[config.mk]
export PLATFORM = sky130hd
export DESIGN_NAME = sar_search_ctrl_flat
export DESIGN_NICKNAME = d
export VERILOG_FILES = /design/src/rtl/sar_search_ctrl_if.sv /design/src/rtl/sar_search_ctrl.sv /design/src/flat_wrapper.sv
export SDC_FILE = /design/constraint.sdc
export NUM_CORES = 1
export LEC_CHECK = 0
export CORE_MARGIN = 2
export CORE_UTILIZATION = 55
export DETAILED_ROUTE_END_ITERATION = 12
export GPL_ROUTABILITY_DRIVEN = 0
export PLACE_DENSITY = 0.84
export SYNTH_ARGS = -nofsm -noshare
export SYNTH_HDL_FRONTEND = slang
export SYNTH_SLANG_ARGS = --single-unit
[constraint.sdc]
create_clock -name clk -period 2.8 [get_ports clk]
set_clock_uncertainty 0.2 [all_clocks]
set_input_delay 0.42 -clock clk [delete_from_list [all_inputs] [get_ports clk]]
set_output_delay 0.42 -clock clk [all_outputs]
set_load 0.01 [all_outputs]
[src/rtl/sar_search_ctrl_if.sv]
// Comparator handshake between the SAR search controller (master) and an
// external magnitude comparator (slave).
interface sar_cmp_if #(
  parameter int WIDTH = 8
);
  logic [WIDTH-1:0] guess;
  logic             guess_valid;
  logic             res_valid;
  logic             res_eq;
  logic             res_gt;
  logic             res_lt;

  modport master (
    output guess,
    output guess_valid,
    input  res_valid,
    input  res_eq,
    input  res_gt,
    input  res_lt
  );

  modport slave (
    input  guess,
    input  guess_valid,
    output res_valid,
    output res_eq,
    output res_gt,
    output res_lt
  );
endinterface

[src/rtl/sar_search_ctrl.sv]
// Successive-approximation search controller: drives trial guesses into an
// external comparator and resolves the comparator's hidden target bit by bit.
module sar_search_ctrl #(
  parameter int WIDTH = 8,
  parameter int SW    = $clog2(WIDTH + 1)
) (
  input  logic             clk,
  input  logic             rst,
  input  logic             start,
  sar_cmp_if.master        cmp,
  output logic             busy,
  output logic             done,
  output logic [WIDTH-1:0] result,
  output logic [SW-1:0]    steps,
  output logic             err
);

  localparam int IW = (WIDTH > 2) ? $clog2(WIDTH) : 1;
  localparam logic [WIDTH-1:0] TOP_BIT = {1'b1, {(WIDTH-1){1'b0}}};

  typedef enum logic [1:0] {
    IDLE = 2'd0,
    TRY  = 2'd1,
    FIN  = 2'd2
  } state_t;

  state_t           state_q, state_d;
  logic [WIDTH-1:0] guess_q, guess_d;
  logic [IW-1:0]    idx_q, idx_d;
  logic [WIDTH-1:0] result_q, result_d;
  logic [SW-1:0]    steps_q, steps_d;
  logic             err_q, err_d;
  logic             busy_q, busy_d;
  logic             gv_q, gv_d;
  logic             done_q, done_d;
  logic [WIDTH-1:0] trial_s;
  logic [2:0]       res_s;

  // State and output registers.
  always_ff @(posedge clk) begin
    if (rst) begin
      state_q  <= IDLE;
      guess_q  <= '0;
      idx_q    <= '0;
      result_q <= '0;
      steps_q  <= '0;
      err_q    <= 1'b0;
      busy_q   <= 1'b0;
      gv_q     <= 1'b0;
      done_q   <= 1'b0;
    end else begin
      state_q  <= state_d;
      guess_q  <= guess_d;
      idx_q    <= idx_d;
      result_q <= result_d;
      steps_q  <= steps_d;
      err_q    <= err_d;
      busy_q   <= busy_d;
      gv_q     <= gv_d;
      done_q   <= done_d;
    end
  end

  // Next-state and search datapath.
  always_comb begin
    state_d  = state_q;
    guess_d  = guess_q;
    idx_d    = idx_q;
    result_d = result_q;
    steps_d  = steps_q;
    err_d    = err_q;
    busy_d   = busy_q;
    gv_d     = gv_q;
    done_d   = 1'b0;
    trial_s  = guess_q;
    res_s    = {cmp.res_eq, cmp.res_gt, cmp.res_lt};

    case (state_q)
      IDLE: begin
        if (start) begin
          guess_d = TOP_BIT;
          idx_d   = IW'(WIDTH - 1);
          steps_d = '0;
          err_d   = 1'b0;
          busy_d  = 1'b1;
          gv_d    = 1'b1;
          state_d = TRY;
        end else begin
          state_d = IDLE;
        end
      end
      TRY: begin
        if (cmp.res_valid) begin
          steps_d = steps_q + SW'(1);
          case (res_s)
            3'b100: begin
              result_d = guess_q;
              state_d  = FIN;
            end
            3'b010, 3'b001: begin
              // gt keeps the trial bit, lt clears it
              trial_s[idx_q] = res_s[1];
              if (idx_q != IW'(0)) begin
                trial_s[idx_q - IW'(1)] = 1'b1;
                idx_d   = idx_q - IW'(1);
                guess_d = trial_s;
              end else begin
                guess_d  = trial_s;
                result_d = trial_s;
                state_d  = FIN;
              end
            end
            default: begin
              err_d    = 1'b1;
              result_d = guess_q;
              state_d  = FIN;
            end
          endcase
          if (state_d == FIN) begin
            done_d = 1'b1;
            busy_d = 1'b0;
            gv_d   = 1'b0;
          end else begin
            done_d = 1'b0;
          end
        end else begin
          state_d = TRY;
        end
      end
      FIN: begin
        state_d = IDLE;
      end
      default: begin
        state_d = IDLE;
        busy_d  = 1'b0;
        gv_d    = 1'b0;
      end
    endcase
  end

  assign cmp.guess       = guess_q;
  assign cmp.guess_valid = gv_q;
  assign busy            = busy_q;
  assign done            = done_q;
  assign result          = result_q;
  assign steps           = steps_q;
  assign err             = err_q;

endmodule

[src/flat_wrapper.sv]
// flat-port wrapper written by rule: the top's interface ports become plain ports
module sar_search_ctrl_flat 
#(
  parameter int WIDTH = 8,
  parameter int SW    = $clog2(WIDTH + 1)
)
  (clk, rst, start, busy, done, result, steps, err, cmp_guess, cmp_guess_valid, cmp_res_valid, cmp_res_eq, cmp_res_gt, cmp_res_lt);
  sar_cmp_if #(.WIDTH(WIDTH)) cmp_i ();
  input  logic clk;
  input  logic rst;
  input  logic start;
  output logic busy;
  output logic done;
  output logic [WIDTH-1:0] result;
  output logic [SW-1:0] steps;
  output logic err;
  output wire logic [$bits(cmp_i.guess)-1:0] cmp_guess;
  output wire logic [$bits(cmp_i.guess_valid)-1:0] cmp_guess_valid;
  input wire logic [$bits(cmp_i.res_valid)-1:0] cmp_res_valid;
  input wire logic [$bits(cmp_i.res_eq)-1:0] cmp_res_eq;
  input wire logic [$bits(cmp_i.res_gt)-1:0] cmp_res_gt;
  input wire logic [$bits(cmp_i.res_lt)-1:0] cmp_res_lt;
  assign cmp_guess = cmp_i.guess;
  assign cmp_guess_valid = cmp_i.guess_valid;
  assign cmp_i.res_valid = cmp_res_valid;
  assign cmp_i.res_eq = cmp_res_eq;
  assign cmp_i.res_gt = cmp_res_gt;
  assign cmp_i.res_lt = cmp_res_lt;
  sar_search_ctrl #(.WIDTH(WIDTH), .SW(SW)) u_core (.clk(clk), .rst(rst), .start(start), .cmp(cmp_i), .busy(busy), .done(done), .result(result), .steps(steps), .err(err));
endmodule
==> results.py, run 1 <==
metrics = {
    "clock_tree": {
        "cts_buffers": 3,
        "clk_transition_reported_paths_ns": 0.16,
        "cts_tree": "yes",
        "insertion_delay_ns": 0.34,
        "root_buffer": "sky130_fd_sc_hd__clkbuf_4",
        "cts.htree.levels": 1,
        "number_of_buffers_inserted_by_post_cts_setup_repair": 0,
        "cts.hold.buffers_added": 0,
        "clkSinkCount": 28,
        "cts_resized": 0,
        "clock_tree.buffer_depth": 2,
    },
    "sta": {
        "fin_crit_sh_pct": 80.9,
        "timing_hold_violations_final": 0,
        "worst_slack_ns": 0.535,
        "slew_viol_final": 0,
        "rsz0062_at_grt": "false",
        "holdWs_ns": 0.296,
        "slew_headroom_pct": 68.3,
        "highest_clock_frequency_the_design_can_meet_mhz": 441,
        "worstMarginPinSlew_ns": 0.474,
        "finalSetupViolations": 0,
        "fin_tns_setup_ns": 0,
        "finalWorstPathRequiredPeriod_ns": 2.27,
    },
    "global_route": {
        "groute.layer.met3.usage_pct": 2.64,
        "gr-usage-all-layers_pct": 24.5,
        "grt_pass1_wl_um": 6470,
        "grt_antenna_before_repair": 0,
        "largest_net_degree_at_the_start_of_global_routing": 17,
        "grtUsageMet1_pct": 31.0,
        "groute.layer.met2.usage_pct": 41.7,
        "global_route_layer_with_the_greatest_usage": "met2",
        "first_global_vias": 1413,
        "grt_overflow_total": 0,
    },
    "finish": {
        "fin_nets": 213,
        "drive_above_1_share_pct": 10.4,
        "sequential_cell_area_um2": 561,
        "finish.cell_count_without_fillers": 233,
        "fillers": 231,
        "layout_area_growth_over_synthesis_pct": 17.9,
        "multi_input_area_um2": 921,
        "insertedDiodeCount": 0,
    },
    "setup_path": {
        "cp_cell_sequence": "inv_1, ha_1, nand2b_1, mux2i_1, nand3_1, a311oi_1",
        "critical_path.max_stage_delay_ns": 0.62,
        "r2r_slack_ns": 0.53,
        "cp_data_arrival_time_ns": 2.33,
        "start_kind": "flop",
        "cp.buffers_inverters": 1,
        "critical_path.max_fanout": 15,
        "critPathCaptureType": "flop",
        "crit_slowest_cell": "sky130_fd_sc_hd__dfxtp_1",
        "critPathTopFamily": "flip-flops",
        "cp.required_ns": 2.87,
        "setup.worst_path.class": "flop to flop",
    },
    "synthesis": {
        "synthDominantCellAreaShare_pct": 34.3,
        "post_synth.cell_area_avg_um2": 9.12,
        "synth_fp_nets": 189,
        "synth_commonest_cells": "sky130_fd_sc_hd__dfxtp_1, sky130_fd_sc_hd__a21oi_1, sky130_fd_sc_hd__o21ai_0",
        "synthFlopType": "sky130_fd_sc_hd__dfxtp_1",
        "area_contributors_post_synth": "sky130_fd_sc_hd__dfxtp_1, sky130_fd_sc_hd__mux2i_1, sky130_fd_sc_hd__a21oi_1, sky130_fd_sc_hd__o21ai_0, sky130_fd_sc_hd__nor3b_1",
        "postSynthCellCount": 179,
        "synth_enable_flop_cells": 0,
        "ys_warn_count": 0,
        "yosys.cell_count.top_type": "sky130_fd_sc_hd__dfxtp_1",
        "post_synth_num_cell_types": 49,
        "synth_seq_area_share_pct": 34.3,
        "synth_top_cell_by_area": "sky130_fd_sc_hd__dfxtp_1",
        "synth_area_mm2": 0.00163,
        "synthArstFlopShare_pct": 0,
        "synth.ff_latch_count": 28,
    },
    "min_path": {
        "min-delay-path-class": "flop to flop",
    },
    "floorplanning": {
        "die_area_mm2": 0.00342,
        "placementRows": 19,
        "die_w_um": 58.5,
        "num_io_pins": 31,
        "die_h_um": 58.5,
        "floorplan.core_area_mm2": 0.00278,
        "start_util_pct": 58.7,
    },
    "drt": {
        "detail_route.vias_per_cell": 6.29,
        "firstDrtPassIters": 4,
        "dr_total_vias": 1465,
        "drcViolationCount": 0,
        "wl_per_cell_um": 16.7,
        "routed_wl_um": 3900,
        "number_of_drc_violations_after_detailed_routing_iteration_0": 81,
        "final_antenna_net_count": 0,
    },
    "place": {
        "pre_cts_ws_ns": 0.248,
        "dpl.hpwl_um": 2860,
        "buffer_ports.inserted": 30,
        "post-place-cells": 229,
    },
    "power": {
        "worst_ir_drop_vdd_v": 0.000468,
        "power.static_leakage_nw": 0.701,
        "power-per-cell-area_mw_per_mm2": 494,
    },
    "run_status": {
        "run_status": "completed",
    },
    "flow_run": {
        "maxCapViolations": 0,
    },
}
[cells by family (layout without fill, tap and decap cells)]
kind of cell,after synthesis,in the layout,synth area share (%)
buffers and inverters,21,44,9.27
multiplexers,12,12,7.51
AO/OA/AOI/OAI,54,54,23.5
AND/OR/NAND/NOR,56,56,19.5
adder cells (fa/ha/maj),3,3,2.30
XOR/XNOR,5,5,3.60
flip-flops,28,28,34.3
[flip-flops by register name, summed over array words and instances (netlist names)]
register	flops
u_core.state_q	2
u_core.steps	4
u_core.cmp.guess	8
u_core.done	1
u_core.cmp.guess_valid	1
u_core.err	1
u_core.result	8
u_core.idx_q	3
[cell type report]
type	count	area share [%]
timing repair buffer	34	17.2
clock buffer	3	1.17
clock inverter	1	1.56
sequential	28	29.1
multi-input combinational	130	47.8
inverter	6	1.17
tap	31	2.01
[power breakdown]
| part | switching (mW) | internal, mW | total, mW |
|---|---|---|---|
| clock | 0.125 | 0.145 | 0.270 |
| sequential | 0.0315 | 0.419 | 0.451 |
| combinational | 0.125 | 0.106 | 0.231 |
[routing by layer]
| layer | routed length (um) | up-vias | part of all wire (%) |
|---|---|---|---|
| li1 | - | 713 | - |
| met1 | 1700 | 692 | 44 |
| met2 | 1950 | 49 | 50 |
| met3 | 143 | 11 | 3.7 |
| met4 | 107 | 0 | 2.7 |
| met5 | 0 | - | 0 |
[cells in the final DEF (no fill, tap or decap), types with 2 or more instances in the layout]
master / synthesis / final
sky130_fd_sc_hd__mux2_2: 2 / 2
sky130_fd_sc_hd__a21oi_1: 13 / 13
sky130_fd_sc_hd__xnor2_1: 2 / 2
sky130_fd_sc_hd__ha_1: 3 / 3
sky130_fd_sc_hd__o2bb2ai_1: 5 / 5
sky130_fd_sc_hd__a21o_1: 2 / 2
sky130_fd_sc_hd__a31oi_1: 4 / 4
sky130_fd_sc_hd__nor3b_1: 7 / 7
sky130_fd_sc_hd__buf_4: 1 / 4
sky130_fd_sc_hd__clkdlybuf4s50_1: 0 / 30
sky130_fd_sc_hd__nor4_1: 2 / 2
sky130_fd_sc_hd__a311oi_1: 2 / 2
sky130_fd_sc_hd__nor3_1: 8 / 8
sky130_fd_sc_hd__nor2_1: 10 / 10
sky130_fd_sc_hd__nand2b_1: 4 / 4
sky130_fd_sc_hd__dfxtp_1: 28 / 28
sky130_fd_sc_hd__o21ai_2: 4 / 4
sky130_fd_sc_hd__clkbuf_4: 0 / 3
sky130_fd_sc_hd__a32oi_1: 2 / 2
sky130_fd_sc_hd__nand3_1: 10 / 10
sky130_fd_sc_hd__nand2_1: 6 / 6
sky130_fd_sc_hd__a2bb2oi_1: 3 / 3
sky130_fd_sc_hd__mux2i_1: 10 / 10
sky130_fd_sc_hd__inv_1: 5 / 5
sky130_fd_sc_hd__o21ai_0: 11 / 11
[worst register-to-register path: cells and delay by family, from the launching register on]
| kind | cells | cell delay, ns |
|---|---|---|
| mux | 1 | 0.29 |
| compound gates | 1 | 0.28 |
| flops | 1 | 0.62 |
| buf+inv | 1 | 0.22 |
| simple gates | 2 | 0.30 |
| fa+ha+maj | 1 | 0.29 |
[path summary, 6_finish.rpt]
check,from,end,depth (start not counted)
setup / recovery,u_core.idx_q[0],u_core.cmp.guess[7],6
hold / removal,u_core.cmp.guess[5],u_core.cmp.guess[5],1
hold reg to reg,u_core.cmp.guess[5],u_core.cmp.guess[5],1
setup reg to reg,u_core.idx_q[0],u_core.cmp.guess[7],6
[per-stage QoR]
step | util, % | power, mW | instance area (um2)
6_report | 69.2 | 0.952 | 1930
2_1_floorplan | - | 0.623 | 1630
5_1_grt | 69.2 | 0.995 | 1930
3_3_place_gp | 67.3 | 0.677 | 1870
4_1_cts | 69.2 | 0.954 | 1930
3_5_place_dp | 67.3 | 0.686 | 1870
(Power assumes the default switching activity.)
==> inputs of run 2 (changes only) <==
Settings changed: CORE_UTILIZATION 55 to 46, PLACE_DENSITY 0.84 to 0.75.
Clock period 2.8 ns to 1.9 ns, I/O delays scaled along.
==> run 2 against run 1 <==
Sequential share of layout area fell by 3.6 points; utilization fell by 3.7 points; die area rose by 18%; critical path type unchanged; largest cell class unchanged; largest power group unchanged.
==> results.py, run 2 (synthesis gave the netlist of run 1 again) <==
metrics = {
    "power": {
        "sequentialPowerShare_pct": 42.6,
        "power-per-cell-area_mw_per_mm2": 688,
        "power_report.internal_total_mw": 1.06,
        "power.static_leakage_nw": 0.854,
        "share_clk_of_total_power_pct": 27.1,
        "worst_ir_drop_vdd_v": 0.000384,
        "switchingPower_mw": 0.460,
        "relative_contribution_of_combinational_cells_to_total_power_pct": 30.2,
        "power.share.switching_pct": 30.3,
    },
    "run_status": {
        "run_status": "completed",
    },
    "clock_tree": {
        "cts.htree.levels": 1,
        "cts_buffers": 3,
        "insertion_delay_ns": 0.35,
        "number_of_buffers_inserted_by_post_cts_setup_repair": 0,
        "cts_tree": "yes",
        "clock_tree.buffer_depth": 2,
        "root_buffer": "sky130_fd_sc_hd__clkbuf_4",
        "cts.hold.buffers_added": 0,
        "clkSinkCount": 28,
        "clk_transition_reported_paths_ns": 0.16,
    },
    "global_route": {
        "gr-usage-all-layers_pct": 22.5,
        "first_global_vias": 1602,
        "grt_pass1_wl_um": 7180,
        "grt_antenna_before_repair": 0,
        "largest_net_degree_at_the_start_of_global_routing": 17,
        "grt_overflow_total": 0,
    },
    "drt": {
        "detail_route.vias_per_cell": 5.65,
        "final_antenna_net_count": 0,
        "wl_per_cell_um": 15.8,
        "firstDrtPassIters": 4,
        "number_of_drc_violations_after_detailed_routing_iteration_0": 75,
        "drcViolationCount": 0,
        "dr_total_vias": 1554,
        "routed_wl_um": 4350,
    },
    "finish": {
        "mostFrequentLayoutCells": "sky130_fd_sc_hd__clkdlybuf4s50_1, sky130_fd_sc_hd__buf_4, sky130_fd_sc_hd__dfxtp_1, sky130_fd_sc_hd__a21oi_1",
        "sequential_cell_area_um2": 562,
        "multi_input_area_um2": 961,
        "mostFrequentLayoutCell": "sky130_fd_sc_hd__clkdlybuf4s50_1",
        "insertedDiodeCount": 0,
        "fillers": 310,
        "fin_util_pct": 65.6,
        "drive_above_1_share_pct": 24.9,
        "fin_nets": 240,
        "layout_area_growth_over_synthesis_pct": 35.0,
    },
    "sta": {
        "rsz0062_at_grt": "false",
        "slew_headroom_pct": 72.1,
        "fin_crit_sh_pct": 96.6,
        "finalWorstPathRequiredPeriod_ns": 1.84,
        "worstMarginPinSlew_ns": 0.418,
        "slew_viol_final": 0,
        "holdWs_ns": 0.301,
        "timing_hold_violations_final": 0,
        "finalSetupViolations": 0,
        "highest_clock_frequency_the_design_can_meet_mhz": 545,
    },
    "place": {
        "dpl.hpwl_um": 3280,
        "buffer_ports.inserted": 30,
    },
    "floorplanning": {
        "die_w_um": 63.6,
        "die_h_um": 63.6,
        "placementRows": 21,
        "die_area_mm2": 0.00404,
        "start_util_pct": 48.5,
        "num_io_pins": 31,
        "floorplan.core_area_mm2": 0.00336,
    },
    "setup_path": {
        "r2r_slack_ns": 0.06,
        "cp_cell_sequence": "buf_4, mux2i_1, nor2_1, a211oi_1, a311oi_1",
        "worstReg2RegEnd": "u_core.idx_q[1]",
        "cp.buffers_inverters": 1,
        "crit_slowest_cell": "sky130_fd_sc_hd__dfxtp_1",
        "rr_startpoint": "u_core.state_q[0]",
        "critPathTopFamily": "flip-flops",
        "setup.worst_path.class": "flop to flop",
        "reg2regPathDepth": 5,
        "cp.required_ns": 1.95,
        "critical_path_cell_count": 5,
        "critical_path.max_fanout": 7,
        "cp_data_arrival_time_ns": 1.88,
        "start_kind": "flop",
        "critical_path.max_stage_delay_ns": 0.44,
        "critPathCaptureType": "flop",
    },
    "flow_run": {
        "maxCapViolations": 0,
    },
    "min_path": {
        "min-delay-path-class": "flop to flop",
        "hold-path-endpoint": "u_core.err",
        "worst_hold_start": "u_core.err",
        "whs_path_depth": 2,
    },
}
[run 2: changes by cell type in the layout (fill, tap and decap cells not counted), sizes merged]
cell and delta:
buf +27
[run 2: worst min-delay path: stages, from the launching register on]
cell and delay (ns):
sky130_fd_sc_hd__dfxtp_1 0.37, sky130_fd_sc_hd__a21oi_1 0.04, sky130_fd_sc_hd__nor2_1 0.07
[run 2: layout make-up]
type                       count  area share (%)
timing repair buffer          61            24.9
clock buffer                   3            1.02
multi-input combinational    130            43.6
inverter                       6            1.02
clock inverter                 1            1.36
sequential                    28            25.5
tap                           46            2.61
[run 2: stage by stage]
stage | cell area, um2 | std cells | worst slack (ns) | total power [mW] | TNS, ns
2_1_floorplan | 1630 | 179 | 0.0565 | 0.918 | 0
3_5_place_dp | 2110 | 271 | -0.333 | 1.09 | -5.07
3_3_place_gp | 2110 | 271 | -0.260 | 1.08 | -3.89
4_1_cts | 2160 | 275 | 0.00483 | 1.50 | 0
5_1_grt | 2200 | 275 | 0.00366 | 1.58 | 0
6_report | 2200 | 275 | 0.0644 | 1.52 | 0
[run 2: worst max path at each step]
| stage | start | to | slack (ns) |
|---|---|---|---|
| after floorplan | u_core.idx_q[0] | u_core.result[4] | 0.06 |
| after global placement | cmp_res_gt | u_core.cmp.guess[0] | -0.26 |
| after detailed placement | cmp_res_gt | u_core.idx_q[2] | -0.33 |
| after CTS | u_core.idx_q[0] | u_core.result[2] | 0.005 |
| after global routing | cmp_res_gt | u_core.cmp.guess[4] | 0.004 |
| final | u_core.state_q[0] | u_core.idx_q[1] | 0.06 |
[run 2: power by group through the flow]
stage / clock network [mW] / logic, mW / registers, mW
after floorplan: 0 / 0.259 / 0.659
after global placement: 0 / 0.420 / 0.655
after detailed placement: 0 / 0.434 / 0.658
after CTS: 0.414 / 0.439 / 0.645
after global routing: 0.432 / 0.493 / 0.653
final: 0.412 / 0.459 / 0.647
[run 2: timing repair]
item / in CTS / in global routing
endpoints found under the setup margin: 1 / 21
resized for setup: 1 / 12
pin swaps: 0 / 0
[run 2: metal layers]
metal	GRT usage (%)	vias up	wire length, um
li1	-	768	-
met1	26.0	743	1860
met2	40.4	35	2240
met3	2.14	8	138
met4	12.5	0	110
met5	0	-	0
==> inputs of run 3 (changes only) <==
Settings changed: PLACE_DENSITY 0.75 to default, PLACE_DENSITY_LB_ADDON from default to 0.12.
==> run 3 against run 2 <==
Count of clock-buffer cells in the layout is 1 higher; largest power group unchanged; hold slack got worse by 0.0015 ns; flip-flop and latch count is the same; utilization decreased by 1.0 points; largest cell class unchanged; critical endpoint is now u_core.cmp.guess[4]; final area down 1.5%; clock power down 30%; worst setup slack better by 0.026 ns.
==> results.py, run 3 (synthesis gave the netlist of run 1 again) <==
metrics = {
    "floorplanning": {
        "die_h_um": 63.6,
        "start_util_pct": 48.5,
        "die_w_um": 63.6,
        "die_area_mm2": 0.00404,
        "placementRows": 21,
        "floorplan.core_area_mm2": 0.00336,
        "num_io_pins": 31,
    },
    "drt": {
        "firstDrtPassIters": 4,
        "final_antenna_net_count": 0,
        "routed_wl_um": 4160,
        "drcViolationCount": 0,
        "number_of_drc_violations_after_detailed_routing_iteration_0": 50,
        "detail_route.vias_per_cell": 5.51,
        "dr_total_vias": 1515,
        "wl_per_cell_um": 15.1,
    },
    "sta": {
        "worst_slack_ns": 0.0909,
        "fin_crit_sh_pct": 95.2,
        "finalSetupViolations": 0,
        "worstMarginPinSlew_ns": 0.436,
        "timing_hold_violations_final": 0,
        "slew_headroom_pct": 70.9,
        "highest_clock_frequency_the_design_can_meet_mhz": 553,
        "slew_viol_final": 0,
        "rsz0062_at_grt": "false",
        "fin_tns_setup_ns": 0,
        "finalWorstPathRequiredPeriod_ns": 1.81,
        "holdWs_ns": 0.299,
    },
    "clock_tree": {
        "cts_tree": "yes",
        "number_of_buffers_inserted_by_post_cts_setup_repair": 0,
        "insertion_delay_ns": 0.32,
        "clk_transition_reported_paths_ns": 0.14,
        "root_buffer": "sky130_fd_sc_hd__clkbuf_4",
        "clock_tree.buffer_depth": 2,
        "cts.hold.buffers_added": 0,
        "cts_buffers": 3,
        "clkSinkCount": 28,
        "cts.htree.levels": 1,
    },
    "setup_path": {
        "setup.worst_path.class": "flop to flop",
        "critPathTopFamily": "simple AND/OR/NAND/NOR gates",
        "crit_slowest_cell": "sky130_fd_sc_hd__or4_4",
        "critical_path.max_stage_delay_ns": 0.60,
        "cp.buffers_inverters": 1,
        "cp.required_ns": 1.97,
        "critical_path.max_fanout": 11,
        "start_kind": "flop",
        "cp_data_arrival_time_ns": 1.88,
        "critPathCaptureType": "flop",
        "cp_cell_sequence": "nand3b_2, or4_4, buf_4, o2bb2ai_1",
    },
    "global_route": {
        "largest_net_degree_at_the_start_of_global_routing": 16,
        "grt_antenna_before_repair": 0,
        "grt_pass1_wl_um": 7060,
        "grt_overflow_total": 0,
        "first_global_vias": 1514,
        "gr-usage-all-layers_pct": 21.8,
    },
    "place": {
        "dpl.hpwl_um": 3200,
        "pre_cts_ws_ns": -0.330,
        "buffer_ports.inserted": 30,
        "placed_cell_area_mm2": 0.00209,
    },
    "power": {
        "power-per-cell-area_mw_per_mm2": 634,
        "worst_ir_drop_vdd_v": 0.000443,
        "relative_contribution_of_combinational_cells_to_total_power_pct": 32.3,
        "sequentialPowerShare_pct": 46.8,
        "power_report.internal_total_mw": 0.952,
        "switchingPower_mw": 0.424,
        "power.static_leakage_nw": 0.849,
        "share_clk_of_total_power_pct": 20.9,
        "power.share.switching_pct": 30.8,
    },
    "finish": {
        "fin_nets": 240,
        "mostFrequentLayoutCells": "sky130_fd_sc_hd__buf_4, sky130_fd_sc_hd__clkdlybuf4s50_1, sky130_fd_sc_hd__dfxtp_1, sky130_fd_sc_hd__a21oi_1",
        "final_cell_area_mm2": 0.00217,
        "drive_above_1_share_pct": 25.3,
        "layout_area_growth_over_synthesis_pct": 33.0,
        "insertedDiodeCount": 0,
        "fillers": 308,
        "mostFrequentLayoutCell": "sky130_fd_sc_hd__buf_4",
    },
    "flow_run": {
        "maxCapViolations": 0,
    },
    "run_status": {
        "run_status": "completed",
    },
    "min_path": {
        "min-delay-path-class": "flop to flop",
    },
}
==> run 3: worst reg2reg max path, stage by stage (launching register included) <==
cell,delay [ns]
sky130_fd_sc_hd__dfxtp_1,0.37
sky130_fd_sc_hd__nand3b_2,0.26
sky130_fd_sc_hd__or4_4,0.60
sky130_fd_sc_hd__buf_4,0.18
sky130_fd_sc_hd__o2bb2ai_1,0.14
==> run 3: cell type report <==
cell class / count / area (um2) / share of cell area [%]
Multi-Input combinational cell: 130 / 951 / 43.8
Sequential cell: 28 / 562 / 25.9
Clock buffer: 4 / 36.3 / 1.67
Inverter: 6 / 22.5 / 1.04
Timing Repair Buffer: 61 / 542 / 25.0
Tap cell: 46 / 57.6 / 2.65
==> run 3: timing repair <==
item	CTS	global route
endpoints found under the hold margin	0	0
gates resized for setup	1	13
setup endpoints to repair	1	17
==> run 3: metal layers <==
layer	wire, um	GRT usage, %
met5	0	0
met4	37	7.61
met3	172	2.32
met2	2150	39.6
met1	1800	26.3
==> run 3: through the flow <==
stage	utilization [%]	total power, mW	instances
CTS	63.5	1.37	275
detailed placement	62.3	1.08	271
global route	64.5	1.45	275
floorplan	-	0.918	179
finish	64.5	1.38	275
global placement	62.3	1.07	271
==> run 3: power by group through the flow <==
stage                     sequential, mW  combinational, mW  clock (mW)
final                              0.644              0.445       0.287
after detailed placement           0.655              0.425           0
after CTS                          0.643              0.430       0.294
after global placement             0.654              0.417           0
after global routing               0.648              0.483       0.317
after floorplan                    0.659              0.259           0
==> run 3: worst paths after layout <==
| check | cells after the start | slack, ns | end | startpoint |
|---|---|---|---|---|
| worst max-delay path | 4 | 0.09 | u_core.cmp.guess[4] | u_core.state_q[1] |
| worst min-delay path | 1 | 0.30 | u_core.cmp.guess[1] | u_core.cmp.guess[1] |
| worst max register to register | 4 | 0.09 | u_core.cmp.guess[4] | u_core.state_q[1] |
| worst min register to register | 1 | 0.30 | u_core.cmp.guess[1] | u_core.cmp.guess[1] |
==> RTL edit 1, RTL diff (settings of run 2) <==
`WIDTH` is set to 8 in 3 places; all go to 32.
--- a/src/rtl/sar_search_ctrl_if.sv
+++ b/src/rtl/sar_search_ctrl_if.sv
@@ -2,5 +2,5 @@
 // external magnitude comparator (slave).
 interface sar_cmp_if #(
-  parameter int WIDTH = 8
+  parameter int WIDTH = 32
 );
   logic [WIDTH-1:0] guess;
--- a/src/rtl/sar_search_ctrl.sv
+++ b/src/rtl/sar_search_ctrl.sv
@@ -2,5 +2,5 @@
 // external comparator and resolves the comparator's hidden target bit by bit.
 module sar_search_ctrl #(
-  parameter int WIDTH = 8,
+  parameter int WIDTH = 32,
   parameter int SW    = $clog2(WIDTH + 1)
 ) (
--- a/src/flat_wrapper.sv
+++ b/src/flat_wrapper.sv
@@ -2,5 +2,5 @@
 module sar_search_ctrl_flat 
 #(
-  parameter int WIDTH = 8,
+  parameter int WIDTH = 32,
   parameter int SW    = $clog2(WIDTH + 1)
 )
Interface: changed (resized cmp_guess, result and steps); port bits go from 31 to 81. No check against the original RTL was run, so the function may have changed too.
==> RTL edit 1 against run 2 <==
The run now ends with setup timing left. Wire length grew to 3.4 times the old value. Clock power grew to 3.0 times the old value. Total power grew to 2.7 times the old value. Via count grew to 2.9 times the old value. Core utilization is 7.8 points higher. Sequential cell count is 52 higher. Synthesized area grew to 2.6 times the old value. Hold slack worse by 0.12 ns. Setup slack worse by 0.18 ns. Final area grew to 2.9 times the old value. Critical path depth is 2 higher. Largest power group unchanged.
==> RTL edit 1: results (changes against run 2) <==
The fraction of layout instances using a drive strength above 1 is 29.5% (was 24.9%). The number of detailed-route iterations in the first pass is 5 (was 4). The post-route setup TNS was -2.43 ns (was 0 ns). The number of CTS-inserted buffers came out at 9 (was 3).

The buffer cell driving the clock tree root is sky130_fd_sc_hd__clkbuf_8 (was sky130_fd_sc_hd__clkbuf_4). The transition time at the pin with the least slew margin was 0.403 ns (was 0.418 ns). The portion of the post-synthesis area used by sequential elements came out at 38.4% (was 34.3%).

The endpoint of the lowest-slack register-to-register path is u_core.result[2] (was u_core.idx_q[1]). The checks that failed: setup timing. The static leakage came out at 2.43 nW (was 0.854 nW).

The critical path data arrival time came out at 2.11 ns (was 1.88 ns). The number of buffers inserted to repair setup after CTS came out at 12 (was 0). The final worst-path setup slack is -0.116 ns (was 0.0644 ns). The net count of the finished layout came to 654 (was 240). The detailed router's first-iteration violation count is 407 (was 75). The first-pass GRT wire length is 21700 um (was 7180 um). The maximum number of pins on one net before global-route repair came out at 35 (was 17). The number of filler cells placed in the layout came to 645 (was 310). The worst ir drop on vdd came out at 0.456 mV (was 0.384 mV). Status: finished with violations (was finished, final reports clean). The detail-routed net length per standard cell came out at 19.5 um (was 15.8 um). The count of cell types in the netlist came out at 54 (was 49). The worst-path maximum fanout is 5 (was 7). The cell depth of the worst min-delay path came out at 4 (was 2). The number of global-route vias before repair came out at 4343 (was 1602). Synth top area cells: sky130_fd_sc_hd__dfxtp_1 (38%), sky130_fd_sc_hd__mux2i_1 (7.7%), sky130_fd_sc_hd__a22o_1 (6.1%) (was sky130_fd_sc_hd__dfxtp_1 (34%), sky130_fd_sc_hd__mux2i_1 (6.1%), sky130_fd_sc_hd__a21oi_1 (4.0%)). The start point of the worst hold path is cmp_res_valid (was u_core.err).

The internal power consumption came out at 0.00276 W (was 0.00106 W). The cell with the biggest individual delay on the critical path is sky130_fd_sc_hd__or3_4 (was sky130_fd_sc_hd__dfxtp_1). Synth top cells by count: sky130_fd_sc_hd__dfxtp_1 (80), sky130_fd_sc_hd__nand2_1 (55), sky130_fd_sc_hd__nor2_1 (49) (was sky130_fd_sc_hd__dfxtp_1 (28), sky130_fd_sc_hd__a21oi_1 (13), sky130_fd_sc_hd__o21ai_0 (11)).

The total track usage is 27.2% (was 22.5%). The final setup violation count is 38 (was 0). The net count of the mapped netlist is 509 (was 189). The class of the tightest hold or removal check is in -> reg (was reg -> reg).

The beginning of the worst register-to-register path was u_core.idx_q[1] (was u_core.state_q[0]). The critical path's largest stage delay is 0.46 ns (was 0.44 ns). The sink of the worst hold path is u_core.state_q[0] (was u_core.err). The count of input and output buffers is 80 (was 30). The vias per cell is 6.04 (was 5.65). The CTS H-tree depth is 3 (was 1). The post-cts resize count is 46 (was 1).

The half-perimeter wire length after detailed placement was 9340 um (was 3280 um). The depth of the worst register-to-register path came out at 7 (was 5). The clock input transition at the sequential cells of the worst setup and hold paths came out at 0.09 ns (was 0.16 ns).
[RTL edit 1: cell types whose count changed after synthesis, moves of 11 or more]
cell	change
sky130_fd_sc_hd__a211oi_1	+11
sky130_fd_sc_hd__a22o_1	+29
sky130_fd_sc_hd__a31oi_1	+18
sky130_fd_sc_hd__clkbuf_1	+35
sky130_fd_sc_hd__dfxtp_1	+52
sky130_fd_sc_hd__mux2i_1	+22
sky130_fd_sc_hd__nand2_1	+49
sky130_fd_sc_hd__nor2_1	+39
sky130_fd_sc_hd__o21ai_0	+23
[RTL edit 1: per-stage QoR]
step                hold slack, ns  setup slack [ns]  std cells  utilization [%]
floorplan                    0.291            -0.169        497                -
global placement             0.251            -0.520        719             63.9
detailed placement           0.246            -0.613        719             63.9
CTS                          0.279           -0.0761        746             69.0
global route                 0.207            -0.186        755             73.3
finish                       0.181            -0.116        755             73.3
[RTL edit 1: cell families after synthesis]
family                   after synthesis  share of synthesized area [%]
flip-flops                            80                           38.4
AND/OR/NAND/NOR                      183                           22.5
multiplexers                          33                           7.95
AO/OA/AOI/OAI                        138                           23.2
XOR/XNOR                               5                           1.23
adder cells (fa/ha/maj)                5                           1.50
buffers and inverters                 53                           5.19
[RTL edit 1: power groups by stage]
stage / combinational, W / clock [W] / sequential (W)
2_1_floorplan: 0.000462 / 0 / 0.00178
3_3_place_gp: 0.000834 / 0 / 0.00178
3_5_place_dp: 0.000858 / 0 / 0.00178
4_1_cts: 0.000962 / 0.00124 / 0.00175
5_1_grt: 0.00120 / 0.00132 / 0.00176
6_report: 0.00115 / 0.00124 / 0.00176
[RTL edit 1: layout make-up]
cell class	count	area share (%)
repair buffers	178	26.1
well taps	108	2.10
flip-flops and latches	80	25.2
inverters	9	0.798
clock inverters	6	0.818
multi-input cells	364	42.9
clock buffers	10	2.14
[RTL edit 1: critical path, delay by kind of cell, from the launching register on]
| family | cells | cell delay, ns |
|---|---|---|
| AOI/OAI and AO/OA | 1 | 0.11 |
| adders and majority gates | 1 | 0.16 |
| buffers and inverters | 2 | 0.25 |
| DFF | 1 | 0.38 |
| and+or+nand+nor | 3 | 0.86 |
[RTL edit 1: worst max path at each step]
stage | start | end | cells after the start
final | u_core.idx_q[1] | u_core.result[2] | 7
after global routing | u_core.idx_q[0] | u_core.result[3] | 6
after CTS | u_core.idx_q[0] | u_core.result[12] | 7
after detailed placement | cmp_res_lt | u_core.cmp.guess[20] | 7
after global placement | cmp_res_lt | u_core.cmp.guess[29] | 7
after floorplan | cmp_res_gt | u_core.idx_q[3] | 7
[RTL edit 1: routing by layer]
metal	vias to the layer above	global-route usage, %	wire length [um]
li1	2119	-	-
met1	2167	34.1	5910
met2	239	47.4	7450
met3	35	4.99	997
met4	0	8.75	391
met5	-	0	0
==> RTL edit 2, RTL diff (flow settings as in run 2) <==
Without the edit above. Register the output `steps` once more, without a reset; this adds one clock of latency there. The other outputs are not delayed to match.
--- a/src/rtl/sar_search_ctrl.sv
+++ b/src/rtl/sar_search_ctrl.sv
@@ -144,5 +144,7 @@
   assign done            = done_q;
   assign result          = result_q;
-  assign steps           = steps_q;
+  always_ff @(posedge clk) begin
+    steps <= steps_q;
+  end
   assign err             = err_q;
 
Function: changed (a bounded check fails within 4 cycles, from zero or initial values and one cycle with rst high).
==> RTL edit 2 against run 2 <==
Combinational power decreased by 18%. Total power up 0.83%. Final area down 0.34%. Wire length is 4.1% lower. Sequential cell count up 4. Die area decreased by 1.3%. Global-route usage up 0.39 points. Setup slack gained 0.0020 ns. Core utilization rose by 0.29 points. Synthesized area is 1.4% lower. Count of clock-buffer cells in the layout up 3. Critical path type unchanged.
==> RTL edit 2: results (changes against run 2) <==
Status: finished, final reports clean (unchanged). The first-pass GRT wire length is 7220 um (was 7180 um). The count of cell types in the netlist was 39 (was 49). The fraction of layout instances using a drive strength above 1 is 20.5% (was 24.9%). The final worst hold slack came out at 0.178 ns (was 0.301 ns). The static leakage came out at 0.867 nW (was 0.854 nW).

The routing usage on met3 came out at 6.61% (was 2.14%). The worst-path maximum fanout is 9 (was 7). The met2 usage is 39.4% (was 40.4%). The cell with the biggest individual delay on the critical path was sky130_fd_sc_hd__or3b_2 (was sky130_fd_sc_hd__dfxtp_1). The critical path's largest stage delay is 0.52 ns (was 0.44 ns). The family with the most delay on the worst path is simple AND/OR/NAND/NOR gates (was flip-flops). The met1 usage came out at 27.1% (was 26.0%). The synthesized instance count came to 176 (was 179). The CTS H-tree depth is 2 (was 1). The switching power of the nets came out at 0.000477 W (was 0.000460 W). The part of the power in the clock network is 28.0% (was 27.1%).

The aggregate routed wire length is 4170 um (was 4350 um). The worst ir drop on vdd is 0.399 mV (was 0.384 mV). The post-cts resize count is 0 (was 1). The depth of the worst register-to-register path was 4 (was 5). The cell depth of the worst min-delay path is 0 (was 2).

The tightest slew margin relative to the limit came out at 73.2% (was 72.1%). The total placed instance area is 0.00211 mm^2 (about the same). The portion of the post-synthesis area used by sequential elements was 39.8% (was 34.3%). The sum of met3 wire segment lengths after detailed routing came out at 221 um (was 138 um).

The final worst-path setup slack came out at 0.0664 ns (was 0.0644 ns). The half-perimeter wire length after detailed placement came to 3110 um (was 3280 um). The post-placement worst setup slack is -0.294 ns (was -0.333 ns). The detailed-route wire length on metal 1 is 1810 um (was 1860 um). The sink of the worst hold path was u_core.steps[3] (was u_core.err). Synth top cells by count: sky130_fd_sc_hd__dfxtp_1 (32), sky130_fd_sc_hd__nor2_1 (16), sky130_fd_sc_hd__a21oi_1 (15) (was sky130_fd_sc_hd__dfxtp_1 (28), sky130_fd_sc_hd__a21oi_1 (13), sky130_fd_sc_hd__o21ai_0 (11)).
-- RTL edit 2: kinds of logic (layout without fill, tap and decap cells) --
kind of cell,count (synthesis),after routing,share of synthesized area [%]
XOR/XNOR,5,5,3.89
buffers and inverters,15,68,3.96
adder cells (fa/ha/maj),3,3,2.33
multiplexers,10,10,6.22
AO/OA/AOI/OAI,51,51,22.1
flip-flops,32,32,39.8
AND/OR/NAND/NOR,60,60,21.7
-- RTL edit 2: final cells by class --
cell class	count	area [um^2]
fill	293	1140
multi-input combinational	129	923
sequential	32	643
timing repair buffer	55	493
tap	46	57.6
clock buffer	6	51.3
inverter	5	18.8
clock inverter	2	10.0
-- RTL edit 2: worst max-delay path by stage --
| stage | to |
|---|---|
| finish | u_core.cmp.guess[2] |
| global route | u_core.cmp.guess[2] |
| CTS | u_core.idx_q[2] |
| detailed placement | u_core.result[5] |
| global placement | u_core.result[1] |
| floorplan | u_core.result[4] |
